File: src/rtl/rgbstr_pkg.sv
// rgbstr_pkg: shared definitions for the 26-bit RGB stream bus.
//   - bit positions of every field in a stream word
//   - default 640x480@60 timing constants
//   - make_word(): packs the fields into a stream word
// Imported by the timing generator and by every overlay stage.
package rgbstr_pkg;

    localparam int RGBSTR_W = 26;

    // Field positions inside a stream word
    localparam int ACTIVE = 0;
    localparam int VS     = 1;
    localparam int HS     = 2;
    localparam int YC_LSB = 3;
    localparam int YC_MSB = 12;
    localparam int XC_LSB = 13;
    localparam int XC_MSB = 22;
    localparam int R      = 23;
    localparam int G      = 24;
    localparam int B      = 25;

    // Default 640x480@60 timing
    localparam int DEF_H_VIS  = 640;
    localparam int DEF_H_FP   = 16;
    localparam int DEF_H_SYNC = 96;
    localparam int DEF_H_BP   = 48;
    localparam int DEF_V_VIS  = 480;
    localparam int DEF_V_FP   = 10;
    localparam int DEF_V_SYNC = 2;
    localparam int DEF_V_BP   = 33;

    typedef logic [RGBSTR_W-1:0] rgbstr_word_t;

    // rgb is {B,G,R}, landing on bits [25:23]
    function automatic rgbstr_word_t make_word(input logic [2:0] rgb,
                                               input logic [9:0] xc,
                                               input logic [9:0] yc,
                                               input logic       hs,
                                               input logic       vs,
                                               input logic       active);
        return {rgb, xc, yc, hs, vs, active};
    endfunction

endpackage

File: src/rtl/rgbstr_timing_gen_if.sv
// rgbstr_timing_gen_if: bundle between the timing generator and its consumer.
//   en          pixel enable (into the generator)
//   bg_color    background colour {B,G,R} (into the generator)
//   RGBStr_o    26-bit stream word (out of the generator)
//   line_start  pulse on the word with XC=0
//   frame_start pulse on the word with XC=0, YC=0
// master = timing generator side, slave = driver/consumer side.
interface rgbstr_timing_gen_if;
    import rgbstr_pkg::*;

    logic               en;
    logic [2:0]         bg_color;
    logic [RGBSTR_W-1:0] RGBStr_o;
    logic               line_start;
    logic               frame_start;

    modport master (
        input  en,
        input  bg_color,
        output RGBStr_o,
        output line_start,
        output frame_start
    );

    modport slave (
        output en,
        output bg_color,
        input  RGBStr_o,
        input  line_start,
        input  frame_start
    );

endinterface

File: src/rtl/rgbstr_timing_gen_wrap_counter.sv
// wrap_counter: counter that counts 0..MAX, advancing when inc is high.
//   px_clk  clock
//   rst_n   asynchronous active-low reset (count -> 0)
//   inc     advance request
//   count   current value
//   wrap    high in the cycle where inc is high and count == MAX
//           (combinational; the next count is 0)
module wrap_counter #(
    parameter int WIDTH = 10,
    parameter int MAX   = 799
) (
    input  logic             px_clk,
    input  logic             rst_n,
    input  logic             inc,
    output logic [WIDTH-1:0] count,
    output logic             wrap
);

    localparam logic [WIDTH-1:0] MAX_V = WIDTH'(MAX);

    assign wrap = inc && (count == MAX_V);

    always_ff @(posedge px_clk or negedge rst_n) begin
        if (!rst_n) begin
            count <= '0;
        end else if (inc) begin
            count <= wrap ? '0 : count + 1'b1;
        end
    end

endmodule

File: src/rtl/rgbstr_timing_gen.sv
// rgbstr_timing_gen: source of the RGB stream bus.
// Free-running horizontal/vertical counters; on every enabled px_clk edge a
// stream word is registered from the pre-increment counter values, so the
// output trails the counters by one cycle and all fields stay consistent.
//   px_clk  pixel clock
//   rst_n   asynchronous active-low reset
//   bus     master modport: en, bg_color in; RGBStr_o, line_start,
//           frame_start out
module rgbstr_timing_gen
    import rgbstr_pkg::*;
#(
    parameter int H_VIS  = DEF_H_VIS,
    parameter int H_FP   = DEF_H_FP,
    parameter int H_SYNC = DEF_H_SYNC,
    parameter int H_BP   = DEF_H_BP,
    parameter int V_VIS  = DEF_V_VIS,
    parameter int V_FP   = DEF_V_FP,
    parameter int V_SYNC = DEF_V_SYNC,
    parameter int V_BP   = DEF_V_BP,
    parameter bit HS_POL = 1'b0,
    parameter bit VS_POL = 1'b0
) (
    input  logic                 px_clk,
    input  logic                 rst_n,
    rgbstr_timing_gen_if.master  bus
);

    localparam int H_TOT = H_VIS + H_FP + H_SYNC + H_BP;
    localparam int V_TOT = V_VIS + V_FP + V_SYNC + V_BP;

    if (H_TOT > 1024 || V_TOT > 1024) begin : g_bad_timing
        $error("rgbstr_timing_gen: H_TOT/V_TOT must not exceed 1024");
    end

    // Bounds held in 11 bits: a sync end can equal 1024 when the back
    // porch is zero and the total is exactly 1024.
    localparam logic [10:0] H_VIS_C   = 11'(H_VIS);
    localparam logic [10:0] H_HS_BEG  = 11'(H_VIS + H_FP);
    localparam logic [10:0] H_HS_END  = 11'(H_VIS + H_FP + H_SYNC);
    localparam logic [10:0] V_VIS_C   = 11'(V_VIS);
    localparam logic [10:0] V_VS_BEG  = 11'(V_VIS + V_FP);
    localparam logic [10:0] V_VS_END  = 11'(V_VIS + V_FP + V_SYNC);

    localparam rgbstr_word_t RESET_WORD =
        {3'b000, 10'd0, 10'd0, ~HS_POL, ~VS_POL, 1'b0};

    logic [9:0]   hc;
    logic [9:0]   vc;
    logic         h_wrap;
    logic         v_wrap;
    logic         active_next;
    logic         hs_next;
    logic         vs_next;
    rgbstr_word_t word_next;
    rgbstr_word_t word_reg;
    logic         line_start_reg;
    logic         frame_start_reg;

    wrap_counter #(.WIDTH(10), .MAX(H_TOT - 1)) u_hcnt (
        .px_clk (px_clk),
        .rst_n  (rst_n),
        .inc    (bus.en),
        .count  (hc),
        .wrap   (h_wrap)
    );

    // Vertical advances only on the horizontal wrap, which already
    // includes the enable.
    wrap_counter #(.WIDTH(10), .MAX(V_TOT - 1)) u_vcnt (
        .px_clk (px_clk),
        .rst_n  (rst_n),
        .inc    (h_wrap),
        .count  (vc),
        .wrap   (v_wrap)
    );

    always_comb begin
        active_next = ({1'b0, hc} < H_VIS_C) && ({1'b0, vc} < V_VIS_C);
        hs_next     = (({1'b0, hc} >= H_HS_BEG) && ({1'b0, hc} < H_HS_END))
                      ? HS_POL : ~HS_POL;
        vs_next     = (({1'b0, vc} >= V_VS_BEG) && ({1'b0, vc} < V_VS_END))
                      ? VS_POL : ~VS_POL;
        word_next   = make_word(active_next ? bus.bg_color : 3'b000,
                                hc, vc, hs_next, vs_next, active_next);
    end

    always_ff @(posedge px_clk or negedge rst_n) begin
        if (!rst_n) begin
            word_reg        <= RESET_WORD;
            line_start_reg  <= 1'b0;
            frame_start_reg <= 1'b0;
        end else if (bus.en) begin
            word_reg        <= word_next;
            line_start_reg  <= (hc == 10'd0);
            frame_start_reg <= (hc == 10'd0) && (vc == 10'd0);
        end else begin
            // Stalled: word holds, but pulses must not repeat.
            line_start_reg  <= 1'b0;
            frame_start_reg <= 1'b0;
        end
    end

    assign bus.RGBStr_o    = word_reg;
    assign bus.line_start  = line_start_reg;
    assign bus.frame_start = frame_start_reg;

endmodule

File: src/flat_wrapper.sv
// flat-port wrapper written by rule: the top's interface ports become plain ports
module rgbstr_timing_gen_flat import rgbstr_pkg::*;
#(
    parameter int H_VIS  = DEF_H_VIS,
    parameter int H_FP   = DEF_H_FP,
    parameter int H_SYNC = DEF_H_SYNC,
    parameter int H_BP   = DEF_H_BP,
    parameter int V_VIS  = DEF_V_VIS,
    parameter int V_FP   = DEF_V_FP,
    parameter int V_SYNC = DEF_V_SYNC,
    parameter int V_BP   = DEF_V_BP,
    parameter bit HS_POL = 1'b0,
    parameter bit VS_POL = 1'b0
)
  (px_clk, rst_n, bus_en, bus_bg_color, bus_RGBStr_o, bus_line_start, bus_frame_start);
  rgbstr_timing_gen_if bus_i ();
  input  logic px_clk;
  input  logic rst_n;
  input wire logic [$bits(bus_i.en)-1:0] bus_en;
  input wire logic [$bits(bus_i.bg_color)-1:0] bus_bg_color;
  output wire logic [$bits(bus_i.RGBStr_o)-1:0] bus_RGBStr_o;
  output wire logic [$bits(bus_i.line_start)-1:0] bus_line_start;
  output wire logic [$bits(bus_i.frame_start)-1:0] bus_frame_start;
  assign bus_i.en = bus_en;
  assign bus_i.bg_color = bus_bg_color;
  assign bus_RGBStr_o = bus_i.RGBStr_o;
  assign bus_line_start = bus_i.line_start;
  assign bus_frame_start = bus_i.frame_start;
  rgbstr_timing_gen #(.H_VIS(H_VIS), .H_FP(H_FP), .H_SYNC(H_SYNC), .H_BP(H_BP), .V_VIS(V_VIS), .V_FP(V_FP), .V_SYNC(V_SYNC), .V_BP(V_BP), .HS_POL(HS_POL), .VS_POL(VS_POL)) u_core (.px_clk(px_clk), .rst_n(rst_n), .bus(bus_i));
endmodule
File: config.mk
export PLATFORM = sky130hd
export DESIGN_NAME = rgbstr_timing_gen_flat
export DESIGN_NICKNAME = d
export VERILOG_FILES = /design/src/rtl/rgbstr_pkg.sv /design/src/rtl/rgbstr_timing_gen_if.sv /design/src/rtl/rgbstr_timing_gen_wrap_counter.sv /design/src/rtl/rgbstr_timing_gen.sv /design/src/flat_wrapper.sv
export SDC_FILE = /design/constraint.sdc
export NUM_CORES = 1
export LEC_CHECK = 0
export CAP_MARGIN = 5
export CORE_AREA = 2 2 65 67
export CTS_CLUSTER_SIZE = 10
export DETAILED_ROUTE_END_ITERATION = 12
export DIE_AREA = 0 0 67 69
export PLACE_DENSITY_LB_ADDON = 0.15
export SYNTH_ARGS = -nofsm -noshare
export SYNTH_HDL_FRONTEND = slang
export SYNTH_SLANG_ARGS = --single-unit
File: constraint.sdc
create_clock -name px_clk -period 5.1 [get_ports px_clk]
set_input_delay 1.275 -clock px_clk [delete_from_list [all_inputs] [get_ports px_clk]]
set_output_delay 1.275 -clock px_clk [all_outputs]
set_load 0.05 [all_outputs]
==> flow_metrics.tcl, run 1 <==
set metrics [dict create \
    period_minus_slack_ps 3167 \
    holdCritPathClass "reg2reg" \
    max-vdd-ir-drop_mv 0.1738 \
    yosysWarnings 0 \
    crit_family "simple AND/OR/NAND/NOR gates" \
    p_per_area_mw_per_mm2 367.1 \
    synth_top_cell_by_area "dfrtp_1" \
    layout.cells.non_filler 265 \
    ys_seq_area_share_pct 56.32 \
    nets 224 \
    start_kind "input pin" \
    io_buffers 33 \
    most-common-layout-cells "dfrtp_1 (46), clkdlybuf4s50_1 (32), mux2_2 (21)" \
    timing.fmax_mhz 315.8 \
    rsz0062_at_grt "false" \
    cts_buffers 5 \
    diodes 0 \
    ios 34 \
    crit_slowest_cell "or3_1" \
    synthTopCellsByArea "dfrtp_1 (54%), mux2_2 (11%), dfstp_2 (2.5%), nor2_1 (2.5%), xnor2_1 (2.5%)" \
    report.final.slew_viol_count 0 \
    detail-route-antenna-nets 0 \
    critical_path_depth 6 \
    cp-end-kind "register" \
    grt.total_usage_pct 19.34 \
    critPathRequiredTime_ps 5290 \
    dieArea_sq_mm 0.004623 \
    syn_area_sq_mm 0.002137 \
    htreeDepth 2 \
    row_count 23 \
    ys_seq_elements 48 \
    syn2layout_area_growth_pct 21.78 \
    coreArea_sq_mm 0.003914 \
    finalCritPeriodShare_pct 62.09 \
    hpwl_mm 2.653 \
    drive_gt1_share_pct 17.21 \
    syn_inst 182 \
    maxCapViolations 0 \
    grt_overflow 0 \
    dieWidth_um 67 \
    hold_viol 0 \
    cts_tree "yes" \
    clk_latency_ps 300 \
    setup_viol_count_final 0 \
    viasPerCell 5.449 \
    clockBufferDepth 2 \
    routed_wl_mm 3.952 \
    final_area_sq_mm 0.002603 \
    firstDrtPassIters 4 \
    vias 1444 \
    worst-path-buf-inv 2 \
    cts_num_sinks 48 \
    tightest_slew_ps 1033 \
    grt_antenna_before_repair 0 \
    path_clk_slew_ps 90 \
    slew_headroom_pct 31.14 \
    worstPathMaxFanout 33 \
    fin_tns_setup_ps 0 \
    cpPeakStageDelay_ps 550 \
    synth_async_sr_flop_share_pct 100.0 \
    hold_depth 1 \
    place.gp.congestion 0.8288 \
    status "completed" \
    largest_reg_flops 26 \
    synth_ff_type "dfrtp_1" \
    holdBufCountCts 0 \
    synth_edf_count 0 \
    leakage_uw 0.001151 \
    place_inst 257 \
    crit_chain "clkdlybuf4s50_1 -> buf_4 -> nand2_1 -> or3_1 -> nor3_2 -> mux2_1" \
    worst-setup-path-type "in2reg" \
    grt_pass1_wl_mm 6.824 \
    die_y_um 69 \
    clock_skew_ps 10.01 \
    syn-num-nets 192 \
    drt_iter0_markers 84 \
    cts_resized 0 \
    postCtsSetupBuffers 0 \
    wl_per_cell_um 14.91 \
    placed_cell_area_sq_mm 0.002491 \
    grt_pass1_vias 1423 \
    initial_core_util_pct 54.60 \
    root_buffer "clkbuf_8" \
    syn_area_per_cell_sq_um 11.74 \
    fillers 320 \
    arrival_ps 3360 \
    layout_commonest_cell "dfrtp_1" \
    route.detailed.drc 0 \
    grt_max_degree 49 \
    ff2ff_path_depth 4 \
    synth_top_area_share_pct 53.86 \
    synth_cell_type_count 37 \
]
==> metrics by stage <==
stage,setup slack (ps),utilization (%),total power [uW],hold slack [ps]
after floorplan,2627,-,613.1,497.0
final,1933,66.50,955.5,484.4
after detailed placement,1625,63.65,688.0,468.3
after global placement,1655,63.65,682.0,465.5
after global routing,1845,66.50,1003,493.4
after CTS,1933,66.50,964.0,487.5
==> report_power, final <==
| part | leakage (uW) | switching, uW | internal [uW] | total, uW |
|---|---|---|---|---|
| combinational | 0.000492 | 132 | 80.7 | 213 |
| clock | 0.0000541 | 128 | 145 | 273 |
| sequential | 0.000605 | 47.2 | 422 | 470 |
| total | 0.00115 | 307 | 648 | 955 |
==> kinds of logic (layout without fill, tap and decap cells) <==
group | after synthesis | after routing | share of synthesized area [%]
DFF | 48 | 48 | 56.32
and+or+nand+nor | 60 | 60 | 15.11
buffers and inverters | 18 | 51 | 3.513
xor gates and xnor gates | 9 | 9 | 3.689
AOI/OAI and AO/OA | 19 | 19 | 6.440
muxes | 24 | 24 | 12.59
adders and majority gates | 4 | 4 | 2.342
==> cell usage after synthesis, types with 2 or more instances <==
cell and n:
nand4_1 4, a22o_1 5, and4_1 3, dfstp_2 2
nor3_2 2, o21ai_0 6, a21o_1 2, mux2_1 2
nor4_1 3, buf_1 2, xor2_1 3, inv_1 9
and3_1 2, clkbuf_1 6, dfrtp_1 46, xnor2_1 6
mux2_2 21, o311ai_0 2, nand3_1 5, ha_1 4
nor2_1 14, nor3_1 5, nand2_1 13, or3_1 2
==> final cells by class <==
type / instances / area [sq um] / area share, %
sequential: 48 / 1204 / 46.25
tap: 50 / 62.56 / 2.404
inverter: 9 / 33.78 / 1.298
clock buffer: 5 / 68.82 / 2.644
multi-input combinational: 116 / 858.3 / 32.98
timing repair buffer: 34 / 332.8 / 12.79
clock inverter: 3 / 42.54 / 1.635
==> metal layers <==
metal	GRT usage, %	wire length [um]
met2	28.60	1824
met3	4.894	220
met4	6.803	58
met5	0	0
met1	27.57	1848
==> path summary, 6_finish.rpt <==
| path | startpoint | endpoint | slack [ps] |
|---|---|---|---|
| max in group asynchronous | rst_n | u_core.bus.RGBStr_o[10] | 3310 |
| worst min register to register | u_core.bus.RGBStr_o[0] | u_core.bus.RGBStr_o[0] | 480 |
| min in group asynchronous | rst_n | u_core.bus.RGBStr_o[24] | 1160 |
| worst min-delay path | u_core.bus.RGBStr_o[0] | u_core.bus.RGBStr_o[0] | 480 |
| worst max-delay path | bus_en | u_core.u_vcnt.count[7] | 1930 |
| worst max register to register | u_core.u_hcnt.count[5] | u_core.u_vcnt.count[7] | 2830 |
No activity file was read; power rests on OpenSTA's default activity.
==> run 2: changes to the inputs <==
--- a/config.mk
+++ b/config.mk
@@ -6,10 +6,10 @@
 export NUM_CORES = 1
 export LEC_CHECK = 0
 export CAP_MARGIN = 5
-export CORE_AREA = 2 2 65 67
+export CORE_AREA = 2 2 67 69
 export CTS_CLUSTER_SIZE = 10
 export DETAILED_ROUTE_END_ITERATION = 12
-export DIE_AREA = 0 0 67 69
+export DIE_AREA = 0 0 69 71
 export PLACE_DENSITY_LB_ADDON = 0.15
 export SYNTH_ARGS = -nofsm -noshare
 export SYNTH_HDL_FRONTEND = slang
==> constraint.sdc (replaced) <==
create_clock -name px_clk -period 3.25 [get_ports px_clk]
set_input_delay 0.8125 -clock px_clk [delete_from_list [all_inputs] [get_ports px_clk]]
set_output_delay 0.8125 -clock px_clk [all_outputs]
set_load 0.05 [all_outputs]
==> flow_metrics.tcl, run 2 (synthesized netlist as in run 1, its figures left out) <==
set metrics [dict create \
    hold_depth 1 \
    grt.total_usage_pct 19.64 \
    timing.fmax_mhz 409.1 \
    detail-route-antenna-nets 0 \
    place_inst 259 \
    die_y_um 71 \
    p_clk_share_pct 26.4 \
    coreArea_sq_mm 0.004204 \
    hold_viol 0 \
    cpPeakStageDelay_ps 800 \
    worstHoldStart "u_core.bus.RGBStr_o[0]" \
    crit_family "buffers and inverters" \
    cts_buffers 5 \
    cts_resized 0 \
    p_per_area_mw_per_mm2 561.8 \
    reg2reg_slack_ps 930 \
    grt_overflow 0 \
    layout.cells.non_filler 267 \
    dieArea_sq_mm 0.004899 \
    critPathRequiredTime_ps 2440 \
    fin_tns_setup_ps 0 \
    clock_skew_ps 13.47 \
    initial_core_util_pct 50.83 \
    hpwl_mm 3.022 \
    wl_per_cell_um 16.19 \
    slew_headroom_pct 31.14 \
    firstDrtPassIters 4 \
    root_buffer "clkbuf_8" \
    vias 1487 \
    pwr-share-seq_pct 50.5 \
    switching_share_pct 32.42 \
    holdBufCountCts 0 \
    ios 34 \
    most-common-layout-cells "dfrtp_1 (46), clkdlybuf4s50_1 (32), mux2_2 (21)" \
    postCtsSetupBuffers 0 \
    dieWidth_um 69 \
    drive_gt1_share_pct 16.74 \
    layout_commonest_cell "dfrtp_1" \
    place.gp.congestion 0.8405 \
    r2r-end "u_core.u_vcnt.count[7]" \
    io_buffers 33 \
    finalCritPeriodShare_pct 75.21 \
    start_kind "register" \
    clk_latency_ps 310 \
    cts_tree "yes" \
    setup_viol_count_final 0 \
    row_count 24 \
    crit-reg2reg-launch "u_core.u_hcnt.count[5]" \
    crit_chain "clkdlybuf4s50_1" \
    cts_num_sinks 48 \
    worstPathMaxFanout 2 \
    largest_reg_flops 26 \
    worst-path-buf-inv 1 \
    holdPathEnd "u_core.bus.RGBStr_o[0]" \
    whs_ps 490.4 \
    grt_antenna_before_repair 0 \
    syn2layout_area_growth_pct 21.37 \
    grt_pass1_wl_mm 7.659 \
    grt_max_degree 49 \
    viasPerCell 5.569 \
    maxCapViolations 0 \
    clockBufferDepth 2 \
    tightest_slew_ps 1033 \
    diodes 0 \
    ff2ff_path_depth 4 \
    period_minus_slack_ps 2444 \
    crit_slowest_cell "clkdlybuf4s50_1" \
    arrival_ps 1630 \
    power.internal_uw 984.7 \
    cp-end-kind "output pin" \
    worst-setup-path-type "reg2out" \
    drt_iter0_markers 120 \
    preCtsSetupSlack_ps 557.0 \
    fin_util_pct 61.70 \
    routed_wl_mm 4.324 \
    leakage_uw 0.001148 \
    htreeDepth 2 \
    rsz0062_at_grt "false" \
    layout_setup_ws_ps 805.8 \
    nets 224 \
    holdCritPathClass "reg2reg" \
    report.final.slew_viol_count 0 \
    grt_pass1_vias 1584 \
    route.detailed.drc 0 \
    p_comb_share_pct 23.1 \
    status "completed" \
    power_switching_uw 472.3 \
    path_clk_slew_ps 90 \
    max-vdd-ir-drop_mv 0.4036 \
]
run 2: cell types whose count changed in the layout (fill, tap and decap cells not counted):
cell,delta
bufinv_16,-1
clkbuf_8,+2
clkinv_2,-1
clkinvlp_4,-1
clkbuf_1,+1
run 2: layer usage:
metal	part of all wire (%)	global-route usage, %	up-vias
li1	-	-	705
met1	44	26.96	738
met2	50	30.77	36
met3	3.8	3.846	8
met4	1.9	8.497	0
met5	0	0	-
run 2: final cells by class:
class | count | area (sq um)
clock buffers | 8 | 100.1
fillers | 334 | 1610
multi-input cells | 116 | 858.3
inverters | 9 | 33.78
repair buffers | 34 | 332.8
flip-flops and latches | 48 | 1204
well taps | 52 | 65.06
run 2: worst max-delay path by stage:
stage                                 from                endpoint  slack [ps]  cells after the start
global route        u_core.bus.RGBStr_o[2]         bus_RGBStr_o[2]         770                      1
finish              u_core.bus.RGBStr_o[2]         bus_RGBStr_o[2]         810                      1
CTS                 u_core.bus.RGBStr_o[2]         bus_RGBStr_o[2]         800                      1
floorplan           u_core.u_hcnt.count[5]  u_core.u_vcnt.count[7]        1160                      5
global placement                    bus_en  u_core.u_vcnt.count[7]         630                      5
detailed placement                  bus_en  u_core.u_vcnt.count[7]         560                      5
run 2: stage by stage:
stage / area (sq um) / total power, uW
after detailed placement: 2494 / 1086
after global routing: 2594 / 1539
after floorplan: 2137 / 962.1
after global placement: 2494 / 1073
final: 2594 / 1457
after CTS: 2594 / 1468
run 2: power groups by stage:
stage,logic (uW),registers [uW],clock network (uW)
2_1_floorplan,126,836,0
3_3_place_gp,330,743,0
4_1_cts,341,735,393
5_1_grt,364,749,427
3_5_place_dp,339,747,0
6_report,337,736,384
==> run 3: changes to the inputs <==
==> constraint.sdc (replaced) <==
create_clock -name px_clk -period 2.4 [get_ports px_clk]
set_input_delay 0.6 -clock px_clk [delete_from_list [all_inputs] [get_ports px_clk]]
set_output_delay 0.6 -clock px_clk [all_outputs]
set_load 0.05 [all_outputs]
==> flow_metrics.tcl, run 3 (synthesized netlist as in run 1, its figures left out) <==
set metrics [dict create \
    grt_overflow 0 \
    drt_iter0_markers 126 \
    crit_slowest_cell "clkdlybuf4s50_1" \
    grt_antenna_before_repair 0 \
    critPathRequiredTime_ps 1800 \
    crit-reg2reg-launch "u_core.u_hcnt.count[5]" \
    timing.fmax_mhz 449.6 \
    worst-path-buf-inv 1 \
    p_comb_share_pct 24.0 \
    drive_gt1_share_pct 18.55 \
    clk_latency_ps 290 \
    status "completed" \
    p_per_area_mw_per_mm2 738.9 \
    hold_viol 0 \
    cp-end-kind "output pin" \
    pwr-share-seq_pct 51.2 \
    wl_per_cell_um 15.83 \
    grt.total_usage_pct 19.48 \
    postCtsSetupBuffers 0 \
    routed_wl_mm 4.321 \
    clock_skew_ps 5.706 \
    holdBufCountCts 0 \
    hpwl_mm 3.023 \
    period_minus_slack_ps 2224 \
    nets 230 \
    leakage_uw 0.001170 \
    report.final.slew_viol_count 0 \
    row_count 24 \
    root_buffer "clkbuf_8" \
    detail-route-antenna-nets 0 \
    cpPeakStageDelay_ps 800 \
    finalCritPeriodShare_pct 92.68 \
    crit_chain "clkdlybuf4s50_1" \
    multi_input_area_sq_um 858.3 \
    r2r-end "u_core.u_vcnt.count[7]" \
    initial_core_util_pct 50.83 \
    maxCapViolations 0 \
    path_clk_slew_ps 80 \
    most-common-layout-cells "dfrtp_1 (46), clkdlybuf4s50_1 (32), mux2_2 (21)" \
    grt_max_degree 49 \
    power_uw 1942 \
    fillers 343 \
    cts_buffers 5 \
    fin_util_pct 62.53 \
    grt_pass1_wl_mm 7.452 \
    power.internal_uw 1316 \
    diodes 0 \
    reg2reg_slack_ps 240 \
    setup_viol_count_final 0 \
    grt_pass1_vias 1494 \
    cts_resized 0 \
    ff2ff_path_depth 4 \
    htreeDepth 2 \
    cts_num_sinks 48 \
    ios 34 \
    switching_share_pct 32.27 \
    largest_reg_flops 26 \
    dieArea_sq_mm 0.004899 \
    fin_tns_setup_ps 0 \
    dieWidth_um 69 \
    rsz0062_at_grt "false" \
    cts_tree "yes" \
    firstDrtPassIters 4 \
    coreArea_sq_mm 0.004204 \
    arrival_ps 1620 \
    vias 1528 \
    start_kind "register" \
    worst-setup-path-type "reg2out" \
    holdCritPathClass "in2async" \
    die_y_um 71 \
    p_clk_share_pct 24.8 \
    place.gp.congestion 0.8494 \
    crit_family "buffers and inverters" \
    syn2layout_area_growth_pct 23.01 \
    max-vdd-ir-drop_mv 0.4450 \
    viasPerCell 5.597 \
    route.detailed.drc 0 \
    layout_commonest_cell "dfrtp_1" \
    seqCellArea_sq_mm 0.001204 \
    io_buffers 33 \
    slew_headroom_pct 60.80 \
    clockBufferDepth 2 \
    tightest_slew_ps 587.9 \
    worstPathMaxFanout 2 \
    power_switching_uw 626.7 \
]
==> run 3: changes by cell type in the layout (fill, tap and decap cells not counted), sizes merged <==
cell / change
buf: +6
==> run 3: stage by stage <==
step | setup WS, ps | cell area (sq um) | cells | hold slack [ps]
6_report | 175.7 | 2629 | 273 | 382.4
3_5_place_dp | 86.38 | 2539 | 265 | 468.0
2_1_floorplan | 309.4 | 2137 | 182 | 304.4
4_1_cts | 159.1 | 2629 | 273 | 409.9
5_1_grt | 123.9 | 2629 | 273 | 437.3
3_3_place_gp | 125.6 | 2539 | 265 | 465.5
==> run 3: routing by layer <==
layer	wire, um	part of all wire (%)	track usage [%]	up-vias
met4	65	1.5	5.882	0
met3	209	4.8	5.556	8
met5	0	0	0	-
met2	2222	51	30.34	53
li1	-	-	-	715
met1	1823	42	26.84	752
==> run 3: how the worst max path moves through the flow <==
| stage | slack, ps | cells past startpoint | from | end |
|---|---|---|---|---|
| after CTS | 160 | 1 | u_core.bus.RGBStr_o[1] | bus_RGBStr_o[1] |
| after floorplan | 310 | 5 | u_core.u_hcnt.count[5] | u_core.u_vcnt.count[7] |
| after global placement | 130 | 5 | bus_en | u_core.u_vcnt.count[7] |
| after detailed placement | 90 | 5 | bus_en | u_core.u_vcnt.count[7] |
| after global routing | 120 | 1 | u_core.bus.RGBStr_o[2] | bus_RGBStr_o[2] |
| final | 180 | 1 | u_core.bus.RGBStr_o[2] | bus_RGBStr_o[2] |
==> run 3: power by group through the flow <==
stage,clock network (uW),registers [uW],logic (uW)
2_1_floorplan,0,1130,171
3_3_place_gp,0,1010,457
3_5_place_dp,0,1010,471
4_1_cts,498,996,473
5_1_grt,536,1010,499
6_report,482,994,466
==> run 3: final cells by class <==
cell class              count  share of cell area, %
flip-flops and latches     48                  45.79
well taps                  52                  2.475
repair buffers             40                  14.37
inverters                   9                  1.285
clock buffers               8                  3.427
multi-input cells         116                  32.65
